## src/rtl/prim_packer_v2_pkg.sv

```systemverilog
// Shared types and unit-mask helpers for the packer.
package prim_packer_v2_pkg;

    typedef enum logic {
        FlushIdle  = 1'b0,
        FlushDrain = 1'b1
    } flush_state_e;

    // Widest unit mask the helpers handle; callers zero-extend into this.
    localparam int MaxUnits = 64;

    function automatic int unsigned count_ones(input logic [MaxUnits-1:0] m);
        int unsigned n = 0;
        for (int i = 0; i < MaxUnits; i++) begin
            if (m[i]) n++;
        end
        return n;
    endfunction

    // Index of the least significant set bit; 0 for an all-zero mask.
    function automatic int unsigned lowest_one(input logic [MaxUnits-1:0] m);
        int unsigned idx = 0;
        for (int i = MaxUnits - 1; i >= 0; i--) begin
            if (m[i]) idx = unsigned'(i);
        end
        return idx;
    endfunction

    // After dropping trailing zeros, a single run of ones has no carry overlap.
    function automatic logic is_contiguous(input logic [MaxUnits-1:0] m);
        logic [MaxUnits-1:0] sh;
        sh = m >> lowest_one(m);
        return (sh & (sh + MaxUnits'(1))) == '0;
    endfunction

endpackage

```

## src/rtl/prim_packer_v2_compact.sv

```systemverilog
// Mask analysis: leading-one index, enabled-unit count and contiguity.
module prim_packer_v2_compact
    import prim_packer_v2_pkg::*;
#(
    parameter int NIn  = 4,
    parameter int IdxW = (NIn > 1) ? $clog2(NIn) : 1,
    parameter int CntW = $clog2(NIn + 1)
) (
    input  logic [NIn-1:0]  mask,
    output logic [IdxW-1:0] lead_idx,
    output logic [CntW-1:0] ones,
    output logic            contig
);

    if (NIn > MaxUnits) begin : g_too_wide
        $error("NIn exceeds the helper function width");
    end

    logic [MaxUnits-1:0] mask_ext;

    assign mask_ext = MaxUnits'(mask);
    assign lead_idx = IdxW'(lowest_one(mask_ext));
    assign ones     = CntW'(count_ones(mask_ext));
    assign contig   = is_contiguous(mask_ext);

endmodule

```

## src/rtl/prim_packer_v2.sv

```systemverilog
// Unit-granular packer: appends masked input units into a shift store and
// emits OutW-wide words, with an explicit flush that drains the remnant.
module prim_packer_v2
    import prim_packer_v2_pkg::*;
#(
    parameter int InW   = 32,
    parameter int OutW  = 32,
    parameter int UnitW = 8
) (
    input  logic                  clk_i,
    input  logic                  rst_i,
    input  logic                  valid_i,
    input  logic [InW-1:0]        data_i,
    input  logic [InW/UnitW-1:0]  mask_i,
    output logic                  ready_o,
    output logic                  valid_o,
    output logic [OutW-1:0]       data_o,
    output logic [OutW/UnitW-1:0] mask_o,
    output logic                  last_o,
    input  logic                  ready_i,
    input  logic                  flush_i,
    output logic                  flush_done_o,
    output logic                  empty_o,
    output logic                  err_o
);

    localparam int NIn  = InW / UnitW;
    localparam int NOut = OutW / UnitW;
    localparam int NTot = NIn + NOut;
    localparam int TotW = NTot * UnitW;
    localparam int PosW = $clog2(NTot + 1);
    localparam int IdxW = (NIn > 1) ? $clog2(NIn) : 1;
    localparam int CntW = $clog2(NIn + 1);
    localparam logic [PosW-1:0] NOutP = PosW'(NOut);

    if (InW % UnitW != 0) begin : g_bad_inw
        $error("InW must be a multiple of UnitW");
    end
    if (OutW % UnitW != 0) begin : g_bad_outw
        $error("OutW must be a multiple of UnitW");
    end

    flush_state_e    state_q, state_d;
    logic [TotW-1:0] store_q, store_d, store_app;
    logic [PosW-1:0] pos_q, pos_d, pos_app;
    logic            err_q, err_d;

    logic [IdxW-1:0] lead_idx;
    logic [CntW-1:0] ones;
    logic            contig;
    logic [InW-1:0]  bit_mask;
    logic [InW-1:0]  data_al;
    logic [TotW-1:0] data_ext;
    logic            ack_in, ack_out, draining;

    prim_packer_v2_compact #(
        .NIn  (NIn),
        .IdxW (IdxW),
        .CntW (CntW)
    ) u_compact (
        .mask     (mask_i),
        .lead_idx (lead_idx),
        .ones     (ones),
        .contig   (contig)
    );

    // Expand the unit mask to bits so disabled units never reach the store.
    for (genvar i = 0; i < NIn; i++) begin : g_bit_mask
        assign bit_mask[i*UnitW +: UnitW] = {UnitW{mask_i[i]}};
    end

    assign data_al  = (data_i & bit_mask) >> (int'(lead_idx) * UnitW);
    assign data_ext = TotW'(data_al);

    // Outputs are forced to their idle values while reset is asserted.
    assign draining = (state_q == FlushDrain);
    assign ready_o  = !rst_i && !draining && (pos_q <= NOutP);
    assign valid_o  = !rst_i && ((pos_q >= NOutP) || (draining && pos_q != '0));
    assign last_o   = valid_o && draining && (pos_q <= NOutP);
    assign empty_o  = rst_i || (pos_q == '0);
    assign err_o    = err_q && !rst_i;
    assign data_o   = rst_i ? '0 : store_q[OutW-1:0];
    assign ack_in   = valid_i && ready_o;
    assign ack_out  = valid_o && ready_i;

    // Units above pos_q are always zero, so mask_o is just a thermometer.
    for (genvar i = 0; i < NOut; i++) begin : g_mask_o
        assign mask_o[i] = !rst_i && (pos_q > PosW'(i));
    end

    // Append first, then shift out, so a simultaneous in/out loses nothing.
    always_comb begin
        store_app = store_q;
        pos_app   = pos_q;
        err_d     = err_q;
        if (ack_in) begin
            if (!contig) begin
                err_d = 1'b1;
            end else if (ones != '0) begin
                store_app = store_q | (data_ext << (int'(pos_q) * UnitW));
                pos_app   = pos_q + PosW'(ones);
            end
        end
        store_d = store_app;
        pos_d   = pos_app;
        if (ack_out) begin
            store_d = store_app >> OutW;
            pos_d   = pos_app - ((pos_q < NOutP) ? pos_q : NOutP);
        end
    end

    // Flush FSM: drain until the store is empty, then pulse done.
    always_comb begin
        state_d      = state_q;
        flush_done_o = 1'b0;
        case (state_q)
            FlushIdle: begin
                if (flush_i) state_d = FlushDrain;
            end
            FlushDrain: begin
                if (pos_q == '0) begin
                    flush_done_o = !rst_i;
                    state_d      = FlushIdle;
                end
            end
            default: state_d = FlushIdle;
        endcase
    end

    // State, store and sticky error registers.
    always_ff @(posedge clk_i) begin
        if (rst_i) begin
            state_q <= FlushIdle;
            store_q <= '0;
            pos_q   <= '0;
            err_q   <= 1'b0;
        end else begin
            state_q <= state_d;
            store_q <= store_d;
            pos_q   <= pos_d;
            err_q   <= err_d;
        end
    end

endmodule

```

## config.mk

```make
export PLATFORM = sky130hd
export DESIGN_NAME = prim_packer_v2
export DESIGN_NICKNAME = d
export VERILOG_FILES = /design/src/rtl/prim_packer_v2_pkg.sv /design/src/rtl/prim_packer_v2_compact.sv /design/src/rtl/prim_packer_v2.sv
export SDC_FILE = /design/constraint.sdc
export NUM_CORES = 1
export LEC_CHECK = 0
export BUFFER_PORTS_ARGS = -buffer_cell sky130_fd_sc_hd__buf_2
export CAP_MARGIN = 15
export CORE_ASPECT_RATIO = 0.6
export CORE_MARGIN = 8
export CORE_UTILIZATION = 60
export DETAILED_ROUTE_END_ITERATION = 8
export GPL_ROUTABILITY_DRIVEN = 0
export MAX_ROUTING_LAYER = met4
export PLACE_DENSITY = 0.84
export SYNTH_ARGS = -nofsm -noshare
export SYNTH_HDL_FRONTEND = slang
export SYNTH_SLANG_ARGS = --single-unit
```

## constraint.sdc

```tcl
create_clock -name clk_i -period 7.11 [get_ports clk_i]
set_input_delay 0.711 -clock clk_i [delete_from_list [all_inputs] [get_ports clk_i]]
set_output_delay 0.711 -clock clk_i [all_outputs]
set_load 0.1 [all_outputs]
```

==> flow_summary.ini, run 1 <==
[critical_path]
endpoint_of_the_most_critical_setup_path = pos_q[3]
crit_path_end_kind = register
required_time_of_the_worst_setup_path_ns = 7.31
rrSetupSlack_ns = 3.65
timing.rr.end = pos_q[3]
critPathArrivalTime_ns = 4.95
crit_path_start_kind = primary input
critical_path.max_fanout = 53
cell_count_of_the_worst_reg_to_reg_path = 12
critical_path.startpoint = mask_i[0]
r2r_start = pos_q[1]
critPathKind = primary input to register

[clock_tree]
clock_sink_count = 70
post_cts.repair.setup_buffers = 0
clock-root-buffer = sky130_fd_sc_hd__clkbuf_16
tritoncts.num_buffers = 9
post_cts_resized = 0
tritoncts = done
max_h_tree_level = 3
post_cts_hold_buffer_count = 0
clk-insertion-delay-late_ns = 0.34
path_clk_slew_ns = 0.06
clock_tree.buffer_depth = 2

[sta]
grt_setup_unrepaired = no
hold_slack_ns = 0.471
skew_ns = 0.00404
period_needed_ns = 4.75
max_slew_margin_pct = 43.0
hold_viol_final = 0
final_critical_path_setup_slack_ns = 2.36
setup_total_negative_slack_ns = 0
max_freq_ghz = 0.211
final-max-slew-violation-count = 0
fin_crit_share_pct = 66.8
worst_pin_slew_ns = 0.852
setup-violations-final = 0

[floorplanning]
fp.dieArea_um2 = 11600
rows = 25
width_of_the_die_um = 134
design.portCount = 83
die_height_um = 86.9
initial_cell_density_of_the_core_pct = 62.7
area_of_the_placeable_core_um2 = 8010

[power]
irDropWorstVdd_uv = 145
leakagePower_uw = 0.00232
pwr_per_cell_area_nw_per_um2 = 266

[logic_synthesis]
synth.distinct_cells = 73
post-synth-top-area-cell = sky130_fd_sc_hd__dfxtp_1
synth-edff-count = 0
synth_top_family_by_area = compound AO/OA/AOI/OAI gates
yosys_warnings = 0
seq_total_area_yosys_pct = 27.9
syn-instance-count = 622
yosys.cell_count.top_type = sky130_fd_sc_hd__dfxtp_1
synth_async_sr_flop_share_pct = 0
synth.top_cells.by_area = sky130_fd_sc_hd__dfxtp_1, sky130_fd_sc_hd__nor2b_1, sky130_fd_sc_hd__nand2_1
synth_top_cells_by_count = sky130_fd_sc_hd__dfxtp_1, sky130_fd_sc_hd__nand2_1, sky130_fd_sc_hd__nor2b_1
synth_compound_area_share_pct = 32.2
post_synthesis_adder_cell_area_fraction_pct = 3.29
synth_xor_xnor_area_share_pct = 1.57
synth.cell_area_um2 = 5020
post_synthesis_share_of_cell_area_spent_on_and_or_nand_and_nor_gates_pct = 24.4
post_synth.cell_area_avg_um2 = 8.07
postSynth.topFlopCell = sky130_fd_sc_hd__dfxtp_1
synthMuxAreaShare_pct = 2.52
synthDominantCellAreaShare_pct = 27.9
syn-num-nets = 675
number_of_register_bits_inferred_by_synthesis = 70

[route]
dr.first_iter.drc_count = 868
total_number_of_vias = 5159
drcViolationCount = 0
postRouteAntennaNets = 0
post_drt_via_cell_ratio = 6.64
route.detailed.wl_per_inst_um = 20.5
drt_first_pass_iters = 6
totalWireLength_um = 15900

[min_path]
hold_depth = 2
hp-class = register to register

[placement]
buffer_ports.inserted = 82
placed_cells_incl_taps = 761
dpl_worst_slack_ns = 2.15
place.detailed.hpwl_um = 11400

[global_route]
grt.overflow.total = 0
grt_first_pass_wirelength_um = 25200
first_global_vias = 4915
gr-usage-all-layers_pct = 27.8
grt_start_max_net_pins = 60
grt_antenna_before_repair = 0

[flow_run]
drv_cap = 0

[layout]
synth_to_layout_area_growth_pct = 11.9
diodes = 0
drive_above_1_share_pct = 22.0
instances_no_fill = 777
nets = 717

[outcome]
run_status = complete, no violations
## area by class of cell
type                    instances  area (um2)
clock buffers                  10         239
clock inverters                 6        85.1
fillers                       656        2390
inverters                      25        96.3
multi-input cells             471        3210
flip-flops and latches         70        1400
well taps                     108         135
repair buffers                 87         448
## metrics by stage
stage / area [um2] / power (uW) / util (%)
2_1_floorplan: 5020 / 886 / -
3_3_place_gp: 5300 / 980 / 66.1
3_5_place_dp: 5300 / 996 / 66.1
4_1_cts: 5620 / 1480 / 70.2
5_1_grt: 5620 / 1550 / 70.2
6_report: 5620 / 1500 / 70.2
## registers in the layout, indices dropped and copies added (netlist names)
name,flops
err_q,1
pos_q,4
draining,1
store_q,64
## kinds of logic after synthesis
| kind of cell | after synthesis |
|---|---|
| simple gates | 231 |
| fa+ha+maj | 12 |
| flops | 70 |
| compound gates | 207 |
| buf+inv | 81 |
| xor+xnor | 9 |
| mux | 12 |
## worst min path at each step
stage / startpoint / to / slack [ns]
3_3_place_gp: store_q[45] / store_q[45] / 0.44
5_1_grt: store_q[45] / store_q[45] / 0.50
2_1_floorplan: store_q[40] / store_q[40] / 0.43
3_5_place_dp: store_q[42] / store_q[42] / 0.45
6_report: store_q[43] / store_q[43] / 0.47
4_1_cts: store_q[42] / store_q[42] / 0.46
## layout by cell type (no fill, tap or decap), types with 8 or more instances in the layout
master,Yosys,routed
sky130_fd_sc_hd__a211oi_1,29,29
sky130_fd_sc_hd__a21oi_1,29,29
sky130_fd_sc_hd__a221o_1,8,8
sky130_fd_sc_hd__a22o_1,18,18
sky130_fd_sc_hd__a22oi_1,11,11
sky130_fd_sc_hd__buf_2,14,82
sky130_fd_sc_hd__clkbuf_16,0,9
sky130_fd_sc_hd__dfxtp_1,70,70
sky130_fd_sc_hd__ha_1,10,10
sky130_fd_sc_hd__inv_1,22,22
sky130_fd_sc_hd__nand2_1,64,64
sky130_fd_sc_hd__nand3_1,19,19
sky130_fd_sc_hd__nor2_1,45,45
sky130_fd_sc_hd__nor2b_1,46,46
sky130_fd_sc_hd__nor3_1,13,13
sky130_fd_sc_hd__o21ai_0,26,26
sky130_fd_sc_hd__o22ai_1,14,14
sky130_fd_sc_hd__o32ai_1,10,10
## layer usage
metal  wire [um]  track usage [%]  part of all wire, %  vias up
met1        6550             34.5                   41     2389
li1            -                -                    -     2363
met2        6890             41.7                   43      362
met5           0                -                    0        -
met4         352             9.83                  2.2        0
met3        2110             8.99                   13       45
## worst max-delay path: stages
cell	delay [ns]
sky130_fd_sc_hd__buf_2	0.60
sky130_fd_sc_hd__inv_1	0.21
sky130_fd_sc_hd__ha_1	0.41
sky130_fd_sc_hd__xor2_1	0.21
sky130_fd_sc_hd__ha_1	0.31
sky130_fd_sc_hd__nand2b_1	0.11
sky130_fd_sc_hd__o21a_4	0.15
sky130_fd_sc_hd__inv_4	0.05
sky130_fd_sc_hd__a311oi_4	0.56
sky130_fd_sc_hd__mux2i_1	0.49
sky130_fd_sc_hd__ha_1	0.32
sky130_fd_sc_hd__nor2b_1	0.14
sky130_fd_sc_hd__o21ai_0	0.18
sky130_fd_sc_hd__nand3b_1	0.11
sky130_fd_sc_hd__xnor2_1	0.20
sky130_fd_sc_hd__xnor2_1	0.14
sky130_fd_sc_hd__nor2_1	0.05
## power breakdown
part | internal, uW | switching (uW)
clock | 315 | 172
sequential | 420 | 15.5
combinational | 147 | 425
total | 882 | 613
No activity file was read; power rests on OpenSTA's default activity.
==> inputs of run 2 (changes only) <==
--- a/config.mk
+++ b/config.mk
@@ -9,11 +9,11 @@
 export CAP_MARGIN = 15
 export CORE_ASPECT_RATIO = 0.6
 export CORE_MARGIN = 8
-export CORE_UTILIZATION = 60
+export CORE_UTILIZATION = 57
 export DETAILED_ROUTE_END_ITERATION = 8
 export GPL_ROUTABILITY_DRIVEN = 0
 export MAX_ROUTING_LAYER = met4
-export PLACE_DENSITY = 0.84
+export PLACE_DENSITY = 0.81
 export SYNTH_ARGS = -nofsm -noshare
 export SYNTH_HDL_FRONTEND = slang
 export SYNTH_SLANG_ARGS = --single-unit
==> constraint.sdc (replaced) <==
create_clock -name clk_i -period 4.54 [get_ports clk_i]
set_input_delay 0.454 -clock clk_i [delete_from_list [all_inputs] [get_ports clk_i]]
set_output_delay 0.454 -clock clk_i [all_outputs]
set_load 0.1 [all_outputs]
==> run 2 against run 1 <==
Net effect:
- wire length up 1.7%
- sequential share of layout area is 0.39 points lower
- via count up 1.5%
- worst hold slack got worse by 0.096 ns
- critical path type unchanged
- critical endpoint unchanged
- highest routed layer unchanged
==> flow_summary.ini, run 2 (synthesized netlist as in run 1, its figures left out) <==
[clock_tree]
clock_sink_count = 70
post_cts.repair.setup_buffers = 0
clock_tree.buffer_depth = 2
post_cts_hold_buffer_count = 0
max_h_tree_level = 3
tritoncts.num_buffers = 9
clk-insertion-delay-late_ns = 0.34
path_clk_slew_ns = 0.06
post_cts_resized = 0
clock-root-buffer = sky130_fd_sc_hd__clkbuf_16
tritoncts = done

[route]
postRouteAntennaNets = 0
post_drt_via_cell_ratio = 6.66
route.detailed.wl_per_inst_um = 20.6
dr.first_iter.drc_count = 642
totalWireLength_um = 16200
drt_first_pass_iters = 5
total_number_of_vias = 5234
drcViolationCount = 0

[critical_path]
crit_path_start_kind = primary input
critical_path.max_fanout = 26
rrSetupSlack_ns = 1.16
critical_path.slowest_cell = sky130_fd_sc_hd__fa_1
cp_common_cell = sky130_fd_sc_hd__ha_1
worst_path_dominant_cell_family = adder cells
worst-path-buf-inv = 3
critical-path-max-stage-delay_ns = 0.41
required_time_of_the_worst_setup_path_ns = 4.75
critPathKind = primary input to register
critical_path.cell_chain = buf_2 -> buf_4 -> ha_1 -> nor2b_1 -> or2_1 -> ha_1 -> nand2b_1 -> o21a_4 -> inv_4 -> fa_1 -> mux2i_1 -> ha_1 -> nor2b_1 -> o21ai_0 -> nand3b_1 -> xnor2_1 -> xnor2_1 -> nor2_1
crit_path_end_kind = register
critPathArrivalTime_ns = 3.88

[sta]
period_needed_ns = 3.67
worst_pin_slew_ns = 0.830
skew_ns = 0.00540
grt_setup_unrepaired = no
setup-violations-final = 0
final-max-slew-violation-count = 0
max_freq_ghz = 0.273
hold_viol_final = 0
setup_total_negative_slack_ns = 0
max_slew_margin_pct = 44.5
fin_crit_share_pct = 80.8

[floorplanning]
die_height_um = 88.7
area_of_the_placeable_core_um2 = 8520
design.portCount = 83
initial_cell_density_of_the_core_pct = 58.9
rows = 26
width_of_the_die_um = 137
fp.dieArea_um2 = 12200

[global_route]
grt-busiest-layer = met2
grt.met1_usage_pct = 32.9
use_met2_pct = 40.9
grt.overflow.total = 0
grt_first_pass_wirelength_um = 25500
gr-usage-all-layers_pct = 27.5
groute.layer.met3.usage_pct = 10.7
first_global_vias = 5000
grt_antenna_before_repair = 0
grt_start_max_net_pins = 59

[layout]
reg_top3 = store_q x64, pos_q x4
fill_cells = 734
drive_above_1_share_pct = 22.6
sequential_standard_cell_area_um2 = 1400
layout.cells.most_common_list = sky130_fd_sc_hd__buf_2, sky130_fd_sc_hd__dfxtp_1, sky130_fd_sc_hd__nand2_1
nets = 722
largest_reg_flops = 64
mostFrequentLayoutCell = sky130_fd_sc_hd__buf_2
multi_input_comb_area_um2 = 3210
diodes = 0
largest_register = store_q
synth_to_layout_area_growth_pct = 13.7

[power]
power.sequential.fraction_pct = 28.0
p_comb_share_pct = 36.5
p_switching_uw = 957
pwr_per_cell_area_nw_per_um2 = 430
irDropWorstVdd_uv = 272
post-layout-total-power_uw = 2450
clockPowerShare_pct = 35.5
leakagePower_uw = 0.00237
swShare_pct = 39.0
cellInternalPower_uw = 1500

[min_path]
hp-class = primary input to register

[placement]
buffer_ports.inserted = 82
place.detailed.hpwl_um = 11600

[outcome]
run_status = complete, no violations

[flow_run]
drv_cap = 0
-- run 2: cell count changes in the layout (fill, tap and decap cells not counted), sizes merged --
cell	before	now
clkinvlp	2	1
buf	87	92
clkinv	3	2
bufinv	2	4
-- run 2: final timing paths --
kind / startpoint / to / cells after the start
setup reg to reg: pos_q[1] / pos_q[3] / 12
hold / removal: valid_i / err_q / 3
hold reg to reg: store_q[40] / store_q[40] / 2
setup / recovery: mask_i[1] / pos_q[3] / 18
-- run 2: tightest hold or removal path: stages --
cell and delay, ns:
sky130_fd_sc_hd__buf_2 0.09, sky130_fd_sc_hd__a31oi_1 0.06, sky130_fd_sc_hd__nor2_1 0.07
-- run 2: per-stage QoR --
stage               hold slack (ns)  std cells  setup slack (ns)  util [%]  area [um2]
floorplan                     0.426        622             0.565         -        5020
global placement              0.437        770             0.697      62.6        5340
detailed placement            0.445        770             0.520      62.6        5340
CTS                           0.373        786             0.873      67.0        5710
global route                  0.410        786             0.637      67.0        5710
finish                        0.376        786             0.872      67.0        5710
-- run 2: metal layers --
metal	wire length [um]	up-vias
li1	-	2370
met1	6560	2457
met2	6980	356
met3	2220	51
met4	409	0
met5	0	-
-- run 2: layout make-up --
class / instances / area share, %
inverters: 25 / 1.69
clock inverters: 6 / 2.32
multi-input cells: 471 / 56.3
repair buffers: 92 / 8.50
well taps: 112 / 2.45
clock buffers: 10 / 4.19
flip-flops and latches: 70 / 24.5
-- run 2: power groups by stage --
stage	registers, uW	logic, uW	clock network, uW
6_report	686	897	872
5_1_grt	689	948	904
4_1_cts	684	877	878
3_5_place_dp	697	870	0
3_3_place_gp	695	848	0
2_1_floorplan	682	706	0
